[src/rtl/gate_sweep_ctrl_pkg.sv]
// Shared definitions for the gate sweep sequencer: reference function codes and FSM states.
// Pure declarations, no logic.
package gate_sweep_ctrl_pkg;

   localparam int FUNC_NAND = 0;
   localparam int FUNC_NOR  = 1;
   localparam int FUNC_AND  = 2;
   localparam int FUNC_OR   = 3;
   localparam int FUNC_XOR  = 4;
   localparam int FUNC_XNOR = 5;

   typedef enum logic [1:0] {
      ST_IDLE   = 2'd0,
      ST_DRIVE  = 2'd1,
      ST_SAMPLE = 2'd2,
      ST_DONE   = 2'd3
   } sweep_state_t;

endpackage

[src/rtl/gate_ref_model.sv]
// Golden gate: combinational (vec, FUNC) -> expected output; zero latency.
// No flow control; also usable as a reference in benches.
module gate_ref_model
   import gate_sweep_ctrl_pkg::*;
#(
   parameter int N_IN = 2,
   parameter int FUNC = FUNC_NAND
) (
   input  logic [N_IN-1:0] vec,
   output logic            exp_y
);

   always_comb begin
      case (FUNC)
         FUNC_NAND: exp_y = ~(&vec);
         FUNC_NOR:  exp_y = ~(|vec);
         FUNC_AND:  exp_y = &vec;
         FUNC_OR:   exp_y = |vec;
         FUNC_XOR:  exp_y = ^vec;
         FUNC_XNOR: exp_y = ~(^vec);
         default:   exp_y = 1'b0;
      endcase
   end

endmodule

[src/rtl/gate_sweep_ctrl.sv]
// Exhaustive input sweep of N_DUT gate variants against a reference; SETTLE+1 cycles per vector.
// No backpressure: start is ignored while busy, abort wins over everything and returns to IDLE.
module gate_sweep_ctrl
   import gate_sweep_ctrl_pkg::*;
#(
   parameter int N_IN   = 2,
   parameter int N_DUT  = 3,
   parameter int FUNC   = FUNC_NAND,
   parameter int SETTLE = 2
) (
   input  logic             clk,
   input  logic             rst,
   input  logic             start,
   input  logic             abort,
   output logic [N_IN-1:0]  vec,
   input  logic [N_DUT-1:0] dut_y,
   output logic             busy,
   output logic             sample_stb,
   output logic             done,
   output logic             pass,
   output logic [N_IN:0]    err_cnt,
   output logic [N_DUT-1:0] fail_mask,
   output logic [N_IN-1:0]  first_fail_vec,
   output logic             first_fail_vld
);

   localparam int            CW      = (SETTLE > 1) ? $clog2(SETTLE) : 1;
   localparam logic [CW-1:0] CNT_END = CW'(SETTLE - 1);
   localparam logic [N_IN:0] ERR_MAX = {1'b1, {N_IN{1'b0}}};

   sweep_state_t     state, state_nxt;
   logic [CW-1:0]    settle_cnt, settle_cnt_nxt;
   logic [N_IN-1:0]  vec_nxt, ffv_nxt;
   logic [N_IN:0]    err_nxt;
   logic [N_DUT-1:0] mask_nxt, mism;
   logic             ffvld_nxt, exp_y;

   gate_ref_model #(.N_IN(N_IN), .FUNC(FUNC)) u_ref (
      .vec   (vec),
      .exp_y (exp_y)
   );

   assign mism = dut_y ^ {N_DUT{exp_y}};
   assign pass = (state == ST_DONE) && (err_cnt == '0);

   always_comb begin
      state_nxt      = state;
      settle_cnt_nxt = settle_cnt;
      vec_nxt        = vec;
      err_nxt        = err_cnt;
      mask_nxt       = fail_mask;
      ffv_nxt        = first_fail_vec;
      ffvld_nxt      = first_fail_vld;
      if (abort) begin
         // Results stay as a partial record of the cancelled sweep.
         state_nxt      = ST_IDLE;
         vec_nxt        = '0;
         settle_cnt_nxt = '0;
      end else begin
         case (state)
            ST_IDLE, ST_DONE: begin
               if (start) begin
                  state_nxt      = ST_DRIVE;
                  vec_nxt        = '0;
                  settle_cnt_nxt = '0;
                  err_nxt        = '0;
                  mask_nxt       = '0;
                  ffv_nxt        = '0;
                  ffvld_nxt      = 1'b0;
               end
            end
            ST_DRIVE: begin
               if (settle_cnt == CNT_END) begin
                  state_nxt      = ST_SAMPLE;
                  settle_cnt_nxt = '0;
               end else begin
                  settle_cnt_nxt = settle_cnt + CW'(1);
               end
            end
            ST_SAMPLE: begin
               mask_nxt = fail_mask | mism;
               if (|mism) begin
                  if (err_cnt != ERR_MAX) err_nxt = err_cnt + (N_IN+1)'(1);
                  if (!first_fail_vld) begin
                     ffv_nxt   = vec;
                     ffvld_nxt = 1'b1;
                  end
               end
               // All-ones is terminal: the vector never wraps.
               if (&vec) begin
                  state_nxt = ST_DONE;
               end else begin
                  vec_nxt   = vec + N_IN'(1);
                  state_nxt = ST_DRIVE;
               end
            end
            default: state_nxt = ST_IDLE;
         endcase
      end
   end

   always_ff @(posedge clk or posedge rst) begin
      if (rst) begin
         state          <= ST_IDLE;
         settle_cnt     <= '0;
         vec            <= '0;
         err_cnt        <= '0;
         fail_mask      <= '0;
         first_fail_vec <= '0;
         first_fail_vld <= 1'b0;
         busy           <= 1'b0;
         sample_stb     <= 1'b0;
         done           <= 1'b0;
      end else begin
         state          <= state_nxt;
         settle_cnt     <= settle_cnt_nxt;
         vec            <= vec_nxt;
         err_cnt        <= err_nxt;
         fail_mask      <= mask_nxt;
         first_fail_vec <= ffv_nxt;
         first_fail_vld <= ffvld_nxt;
         busy           <= (state_nxt == ST_DRIVE) || (state_nxt == ST_SAMPLE);
         sample_stb     <= (state_nxt == ST_SAMPLE);
         done           <= (state_nxt == ST_DONE);
      end
   end

endmodule

[config.mk]
export PLATFORM = sky130hd
export DESIGN_NAME = gate_sweep_ctrl
export DESIGN_NICKNAME = d
export VERILOG_FILES = /design/src/rtl/gate_sweep_ctrl_pkg.sv /design/src/rtl/gate_ref_model.sv /design/src/rtl/gate_sweep_ctrl.sv
export SDC_FILE = /design/constraint.sdc
export NUM_CORES = 1
export LEC_CHECK = 0
export CELL_PAD_IN_SITES_DETAIL_PLACEMENT = 1
export CELL_PAD_IN_SITES_GLOBAL_PLACEMENT = 1
export CORE_MARGIN = 8
export CORE_UTILIZATION = 42
export CTS_BUF_LIST = sky130_fd_sc_hd__clkbuf_8
export DETAILED_ROUTE_END_ITERATION = 8
export PLACE_DENSITY_LB_ADDON = 0.1
export SLEW_MARGIN = 5
export SYNTH_ARGS = -nofsm -noshare
export SYNTH_HDL_FRONTEND = slang
export SYNTH_SLANG_ARGS = --single-unit
[constraint.sdc]
create_clock -name clk -period 3.9 [get_ports clk]
set_input_delay 0.78 -clock clk [delete_from_list [all_inputs] [get_ports clk]]
set_output_delay 0.78 -clock clk [all_outputs]
set_load 0.01 [all_outputs]
== Word-level counts from Yosys, hierarchy flattened ==
Cells that the tools add are included.

* Bits in registers: 17
* Input port bits: 7
* Word-level logic and storage cells: 69

* Multiplexer cells: 23
* Bitwise logic cells: 4
* $add $sub $neg: 3
* Reductions and logical operators: 16
* Equal/unequal tests: 13

{| class="wikitable"
|+ Operator list
! kind !! count
|-
| $mux 2 || 9
|-
| $pmux 3 s2 || 2
|-
| $reduce_and 5->1 || 2
|-
| $mux 3 || 3
|-
| $ne 3x3->1 const B || 3
|-
| $eq 2x2->1 const B || 4
|-
| $ne 2x2->1 const B || 4
|-
| $pmux 2 s2 || 2
|-
| $pmux 2 s3 || 1
|-
| $reduce_and 3->1 || 2
|-
| $reduce_bool 3->1 || 2
|-
| $eq 2x1->1 const B || 2
|-
| $mux 1 || 4
|-
| $pmux 1 s2 || 2
|-
| $reduce_and 2->1 || 2
|-
| $reduce_and 4->1 || 1
|-
| $add 3x1->3 const B || 1
|-
| $logic_not 3->1 || 1
|-
| $or 3x3->3 || 1
|-
| $reduce_or 3->1 || 1
|-
| $xor 3x3->3 || 1
|-
| $add 2x1->2 const B || 1
|-
| $logic_not 2->1 || 1
|-
| $not 1->1 || 2
|-
| other kinds (5) || 5
|}

== Depth between registers and ports, before layout ==
Gate-level depths: netlist (run 1).

* Depth after elaboration: 6
* Gate-level depth with buffers: 7
* Mapped depth without buffers: 6

== By module ==
A second synthesis (run 1) with hierarchy kept.

* Cell total of the unflattened synthesis: 97
* Area, all modules: 947.2 sq um

{| class="wikitable"
|+ Modules (own cells, without submodules)
! module !! cells an instance !! sequential area each (sq um) !! area each (sq um) !! times used
|-
| gate_sweep_ctrl || 96 || 425.4 || 943.4 || 1
|-
| gate_ref_model || 1 || 0.0 || 3.8 || 1
|}

== Worst setup path before layout (run 1) ==
OpenSTA, ideal clock, no wires.

* Path type: register to register
* Start: reg state[0]
* End: reg busy
* Path slack: 2.057 ns
* Required time: 3.837 ns
* Arrival time: 1.780 ns
* Cell stages (with the launch flop): 8
* Cell sequence: dfrtp_1 inv_1 ha_1 clkbuf_1 a21oi_1 a221oi_1 ha_1 inv_1

* Cells in the longest elaborated chain, start to end: 6
* Elaborated cells on any way between the ends: 12
* Those cells by class: eq/ne: 5; mux: 4; reduce/logical: 3

{| class="wikitable"
|+ RTL lines
! item !! RTL line !! source
|-
| start, declared || gate_sweep_ctrl.sv:31 || <nowiki>sweep_state_t state, state_nxt;</nowiki>
|-
| start signal, assigned || gate_sweep_ctrl.sv:115 || <nowiki>state <= state_nxt;</nowiki>
|-
| $eq 2x2->1 or $logic_not 2->1 (tied branches) || gate_sweep_ctrl.sv:60 || <nowiki>case (state)</nowiki>
|-
| $reduce_or 2->1 || gate_sweep_ctrl.sv:60 ||
|-
| $pmux 2 s3 * || gate_sweep_ctrl.sv:60 ||
|-
| $mux 2 * || gate_sweep_ctrl.sv:54 || <nowiki>if (abort) begin</nowiki>
|-
| via state_nxt[1] || gate_sweep_ctrl.sv:31 ||
|-
| $eq 2x1->1 or $eq 2x2->1 (tied branches) || gate_sweep_ctrl.sv:122 || <nowiki>busy <= (state_nxt == ST_DRIVE) || (state_nxt == ST_SAMPLE);</nowiki>
|-
| $logic_or 1x1->1 * || gate_sweep_ctrl.sv:122 ||
|-
| end signal, assigned || gate_sweep_ctrl.sv:122 ||
|-
| end, declared || gate_sweep_ctrl.sv:17 || <nowiki>output logic busy,</nowiki>
|}

Mark *: on every way through the listed nets, which the timed path passes. The rest lies on a longest branch.
A chain may end at the register's enable or synchronous reset.

== Worst setup path after layout (run 1) ==
* Start: reg err_cnt[1]
* End: out pass

* Cells in the longest elaborated chain, start to end: 2

{| class="wikitable"
|+ RTL lines
! item !! RTL line !! source
|-
| start, declared || gate_sweep_ctrl.sv:21 || <nowiki>output logic [N_IN:0] err_cnt,</nowiki>
|-
| start signal, assigned || gate_sweep_ctrl.sv:118 || <nowiki>err_cnt <= err_nxt;</nowiki>
|-
| $logic_not 3->1 || gate_sweep_ctrl.sv:44 || <nowiki>assign pass = (state == ST_DONE) && (err_cnt == '0);</nowiki>
|-
| $logic_and 1x1->1 || gate_sweep_ctrl.sv:44 ||
|-
| end, declared || gate_sweep_ctrl.sv:20 || <nowiki>output logic pass,</nowiki>
|}

Every way passes these cells.

==> qor.txt, run 1 <==
Clk Latency, worst-skew pair -> 0.25 ns
# Post-CTS Setup Buffers -> 0
Most common library cells after synthesis -> 17 x dfrtp_1, 10 x inv_1, 10 x nor2_1
Core Util, Final -> 56.8%
Yosys warns -> 0
Setup ws final -> 1.50 ns
Starting Density -> 44.8%
Static Leakage -> 0.536 nW
Worst Tran Pin Value -> 0.633 ns
Bufs and invs on worst path -> 2
Synth Flop Type -> dfrtp_1
Clk slew on worst S/H paths -> 0.06 ns
Critical Path AT -> 1.62 ns
H-tree Lvls -> 1
Die Ht -> 64.8 um
Post-route clock period utilization -> 61.4%
Drt total wl -> 2290 um
Clk root buf -> clkbuf_8
Status -> completed
Leading post-synthesis cells by cell area -> dfrtp_1 43%, ha_1 10%, inv_1 3.8%
Type of element capturing the critical path -> output port
Unique masters post-synth -> 34
Tot GR Track Use -> 11.7%
CP max stage delay -> 0.54 ns
Final Wtd Congestion -> 0.767
Critical path class -> reg -> out
CTS tree -> yes
CTS Buf Count -> 3
Routed vias/inst -> 5.34
First-pass DRT Iterations -> 4
Hold WC Path Type -> reg -> reg
Worst path cell trace -> inv_1 -> ha_1 -> nand2_1 -> nor2_1 -> clkdlybuf4s50_1
Clock Skews -> 0.000794 ns
DRC -> 0
Final net count -> 138
Fmax -> 0.417 GHz
Vias in the first global route -> 857
Crit start category -> flip-flop
Clock Sinks -> 17
WP data required -> 3.12 ns
Hold Fails Final Rpt -> 0
# hold bufs at CTS -> 0
Pwr dens -> 625 nW/um^2
Max Cap Viol -> 0
Slowest cell on the critical path -> clkdlybuf4s50_1
VDD IR max -> 383 uV
Io pins -> 22
Place WS -> 1.48 ns
Synth Instances -> 101
Syn avg cell area -> 9.91 um^2
Top-area cell type share of the netlist area -> 42.5%
Synth Net Count -> 116
Seq/Total Area, Yosys -> 42.5%
Grt ovf -> 0
Post_cts resized -> 0
Final critical-path required period -> 2.40 ns
Inserted Diodes -> 0
Pin count of the biggest net entering global routing -> 18
Layout cells sized above 1 -> 7.38%
Die width -> 64.8 um
Antenna viol nets, final -> 0
CTS Buffer Depth -> 2
Setup Viol. Count Final -> 0
Global-route wire length before repair -> 3970 um
Iter 0 DRT Violations -> 7
CP delay by family, top -> buffers and inverters
Final-report max-slew violation count -> 0
# rows -> 17
Post-route setup TNS -> 0 ns
Critical path peak fanout -> 4
Synth area leader -> dfrtp_1
Antenna violations before repair -> 0
Post-synthesis register bit count -> 17
Mapped cell area -> 1000 um^2
Core area -> 2230 um^2
Port Buffers -> 21
Die area -> 4200 um^2
Post-synth ARST share -> 100%
Number of flops mapped to enable cells by yosys -> 0
Synthesis-to-finish area growth -> 26.8%
Unrepaired setup endpoints after global routing -> false
Avg WL per Cell -> 15.3 um
Most frequent cell after synthesis -> dfrtp_1
DP Wirelength -> 1770 um
Relative slew slack -> 57.8%
Vias -> 801
==> layout make-up <==
class	instances	area (um^2)
Sequential cell	17	425
Fill cell	265	965
Clock inverter	1	5.00
Multi-Input combinational cell	70	514
Clock buffer	3	41.3
Inverter	10	37.5
Timing Repair Buffer	21	210
Tap cell	28	35.0
==> kinds of logic after synthesis <==
group | count (synthesis) | share of synthesized area [%]
and+or+nand+nor | 31 | 17.5
AOI/OAI and AO/OA | 27 | 20.4
DFF | 17 | 42.5
buffers and inverters | 14 | 6.13
adders and majority gates | 8 | 10.0
xor gates and xnor gates | 4 | 3.50
==> report_power, final <==
group / total [W] / internal (W) / switching, W
Sequential: 0.000275 / 0.000228 / 0.0000472
Combinational: 0.000390 / 0.000174 / 0.000216
Clock: 0.000129 / 0.0000708 / 0.0000578
==> flip-flops by register name, summed over array words and instances, names as in the netlist <==
signal          cells
first_fail_vec      2
sample_stb          1
state               2
first_fail_vld      1
done                1
fail_mask           3
err_cnt             3
vec                 2
settle_cnt          1
busy                1
==> final timing paths <==
check / startpoint / endpoint / slack, ns / cells past startpoint
setup / recovery: err_cnt[1] / pass / 1.50 / 5
hold / removal: first_fail_vec[0] / first_fail_vec[0] / 0.51 / 1
setup reg to reg: state[0] / busy / 1.81 / 6
hold reg to reg: first_fail_vec[0] / first_fail_vec[0] / 0.51 / 1
max in group asynchronous: rst / first_fail_vec[1] / 2.58 / 2
min in group asynchronous: rst / state[0] / 0.91 / 2
==> placed cells by master (no fill, tap or decap), types with 2 or more instances in the layout <==
cell type / count
nor2_1: 10
dfrtp_1: 17
xnor2_1: 4
o21ai_0: 7
o22ai_1: 3
clkdlybuf4s50_1: 21
nand2b_1: 2
clkbuf_8: 3
a21oi_1: 7
nand2_1: 8
ha_1: 8
inv_1: 10
==> stage by stage <==
step / hold WS, ns / instances / total power, W / cell area (um^2)
after global placement: 0.481 / 146 / 0.000654 / 1220
final: 0.510 / 150 / 0.000794 / 1270
after global routing: 0.521 / 150 / 0.000860 / 1270
after floorplan: 0.526 / 101 / 0.000531 / 1000
after detailed placement: 0.492 / 146 / 0.000672 / 1220
after CTS: 0.513 / 150 / 0.000804 / 1270
==> per-layer routing <==
| layer | track usage, % | vias to the layer above | wire length (um) |
|---|---|---|---|
| met4 | 5.72 | 0 | 23 |
| met2 | 18.8 | 15 | 1070 |
| met5 | 0 | - | 0 |
| met1 | 14.3 | 385 | 1070 |
| li1 | - | 397 | - |
| met3 | 3.09 | 4 | 127 |
Note: power is estimated with default switching activity, not from simulation.
==> run 2, diff against run 1 <==
--- a/config.mk
+++ b/config.mk
@@ -8,7 +8,7 @@
 export CELL_PAD_IN_SITES_DETAIL_PLACEMENT = 1
 export CELL_PAD_IN_SITES_GLOBAL_PLACEMENT = 1
 export CORE_MARGIN = 8
-export CORE_UTILIZATION = 42
+export CORE_UTILIZATION = 39
 export CTS_BUF_LIST = sky130_fd_sc_hd__clkbuf_8
 export DETAILED_ROUTE_END_ITERATION = 8
 export PLACE_DENSITY_LB_ADDON = 0.1
==> constraint.sdc (replaced) <==
create_clock -name clk -period 2.5 [get_ports clk]
set_input_delay 0.5 -clock clk [delete_from_list [all_inputs] [get_ports clk]]
set_output_delay 0.5 -clock clk [all_outputs]
set_load 0.01 [all_outputs]
==> qor.txt, run 2 (synthesis results as in run 1) <==
Crit Reg-Reg Endpoint -> fail_mask[0]
Hold path depth -> 1
Worst Tran Pin Value -> 0.653 ns
Worst Hold End -> first_fail_vec[0]
# rows -> 18
CTS Buffer Depth -> 2
Worst Hold Launch -> first_fail_vec[0]
Vias in the first global route -> 852
DRC -> 0
H-tree Lvls -> 1
Place WS -> 0.376 ns
Core area -> 2450 um^2
Final-report max-slew violation count -> 0
Final Wtd Congestion -> 0.791
Antenna viol nets, final -> 0
VDD IR max -> 587 uV
Iter 0 DRT Violations -> 20
Layout cells sized above 1 -> 8.13%
Worst Reg-to-Reg Cells -> 6
Critical Path AT -> 1.63 ns
# hold bufs at CTS -> 0
Max Cap Viol -> 0
R2r setup slk -> 0.59 ns
Critical path peak fanout -> 5
Hold_ws -> 0.501 ns
Final net count -> 139
Die area -> 4440 um^2
Hold Fails Final Rpt -> 0
Type of element capturing the critical path -> output port
Unrepaired setup endpoints after global routing -> false
WP data required -> 2.00 ns
Setup Viol. Count Final -> 0
Vias -> 809
CTS tree -> yes
Clk slew on worst S/H paths -> 0.07 ns
Final total power -> 0.00124 W
Starting Density -> 40.8%
Fin cells -> 153
Post_cts resized -> 0
Crit start category -> flip-flop
Area of the multi-input gates -> 514 um^2
Drt total wl -> 2360 um
Inserted Diodes -> 0
Synthesis-to-finish area growth -> 27.8%
Port Buffers -> 21
Avg WL per Cell -> 15.4 um
Clock Skews -> 0.00126 ns
Die Ht -> 66.7 um
Setup ws final -> 0.372 ns
Static Leakage -> 0.541 nW
Post-route setup TNS -> 0 ns
Tot GR Track Use -> 11.5%
Final critical-path required period -> 2.13 ns
Clock Sinks -> 17
Routed vias/inst -> 5.29
Placed Cells -> 149
DP Wirelength -> 1850 um
Grt ovf -> 0
CTS Buf Count -> 3
Io pins -> 22
Hold WC Path Type -> reg -> reg
Reg area -> 425 um^2
Global-route wire length before repair -> 4000 um
Die width -> 66.7 um
Post-route clock period utilization -> 85.1%
Relative slew slack -> 56.4%
Most frequent cells in the layout -> 21 x clkdlybuf4s50_1, 17 x dfrtp_1, 10 x nor2_1, 10 x inv_1
Most common cell after layout, fill and taps aside -> clkdlybuf4s50_1
Largest registers -> err_cnt x3, fail_mask x3
Clk root buf -> clkbuf_8
Critical path class -> reg -> out
R2r startpoint -> state[0]
Status -> completed
# Post-CTS Setup Buffers -> 0
Pwr dens -> 973 nW/um^2
FILL cells -> 281
Pin count of the biggest net entering global routing -> 18
First-pass DRT Iterations -> 4
Antenna violations before repair -> 0
Clk Latency, worst-skew pair -> 0.25 ns
Fmax -> 0.470 GHz
-- run 2: power breakdown --
part	switching, W	leakage (nW)	internal, W	total [W]
sequential	0.0000720	0.227	0.000355	0.000427
combinational	0.000334	0.288	0.000279	0.000612
clock	0.0000941	0.0255	0.000110	0.000205
-- run 2: how the worst max path moves through the flow --
stage | startpoint | end | cells past startpoint
floorplan | state[0] | busy | 7
global placement | abort | err_cnt[2] | 4
detailed placement | abort | fail_mask[0] | 4
CTS | err_cnt[0] | pass | 5
global route | err_cnt[0] | pass | 5
finish | err_cnt[0] | pass | 5
-- run 2: routing by layer --
metal / part of all wire, % / GRT usage (%)
met1: 43 / 13.5
met2: 51 / 19.5
met3: 4.3 / 2.85
met4: 0.98 / 4.80
met5: 0 / 0
-- run 2: per-stage QoR --
step / utilization (%) / area, um^2
after global placement: 50.2 / 1230
after floorplan: - / 1000
after global routing: 52.1 / 1280
after CTS: 52.1 / 1280
final: 52.1 / 1280
after detailed placement: 50.2 / 1230
-- run 2: worst max-delay path, stage by stage (launching register included) --
cell and delay, ns:
dfrtp_1 0.42, inv_1 0.08, ha_1 0.20, nand2_1 0.07, nor2_1 0.08, clkdlybuf4s50_1 0.54
-- run 2: layout make-up --
type	instances	area share, %
Clock buffer	3	3.23
Clock inverter	1	0.391
Inverter	10	2.94
Multi-Input combinational cell	70	40.2
Sequential cell	17	33.3
Tap cell	30	2.94
Timing Repair Buffer	22	17.0
==> run 3, diff against run 2 <==
--- a/config.mk
+++ b/config.mk
@@ -5,6 +5,7 @@
 export SDC_FILE = /design/constraint.sdc
 export NUM_CORES = 1
 export LEC_CHECK = 0
+export CAP_MARGIN = 10
 export CELL_PAD_IN_SITES_DETAIL_PLACEMENT = 1
 export CELL_PAD_IN_SITES_GLOBAL_PLACEMENT = 1
 export CORE_MARGIN = 8
==> results of run 3 <==
Same layout as run 2: the final DEF is identical, and so are final timing and power.
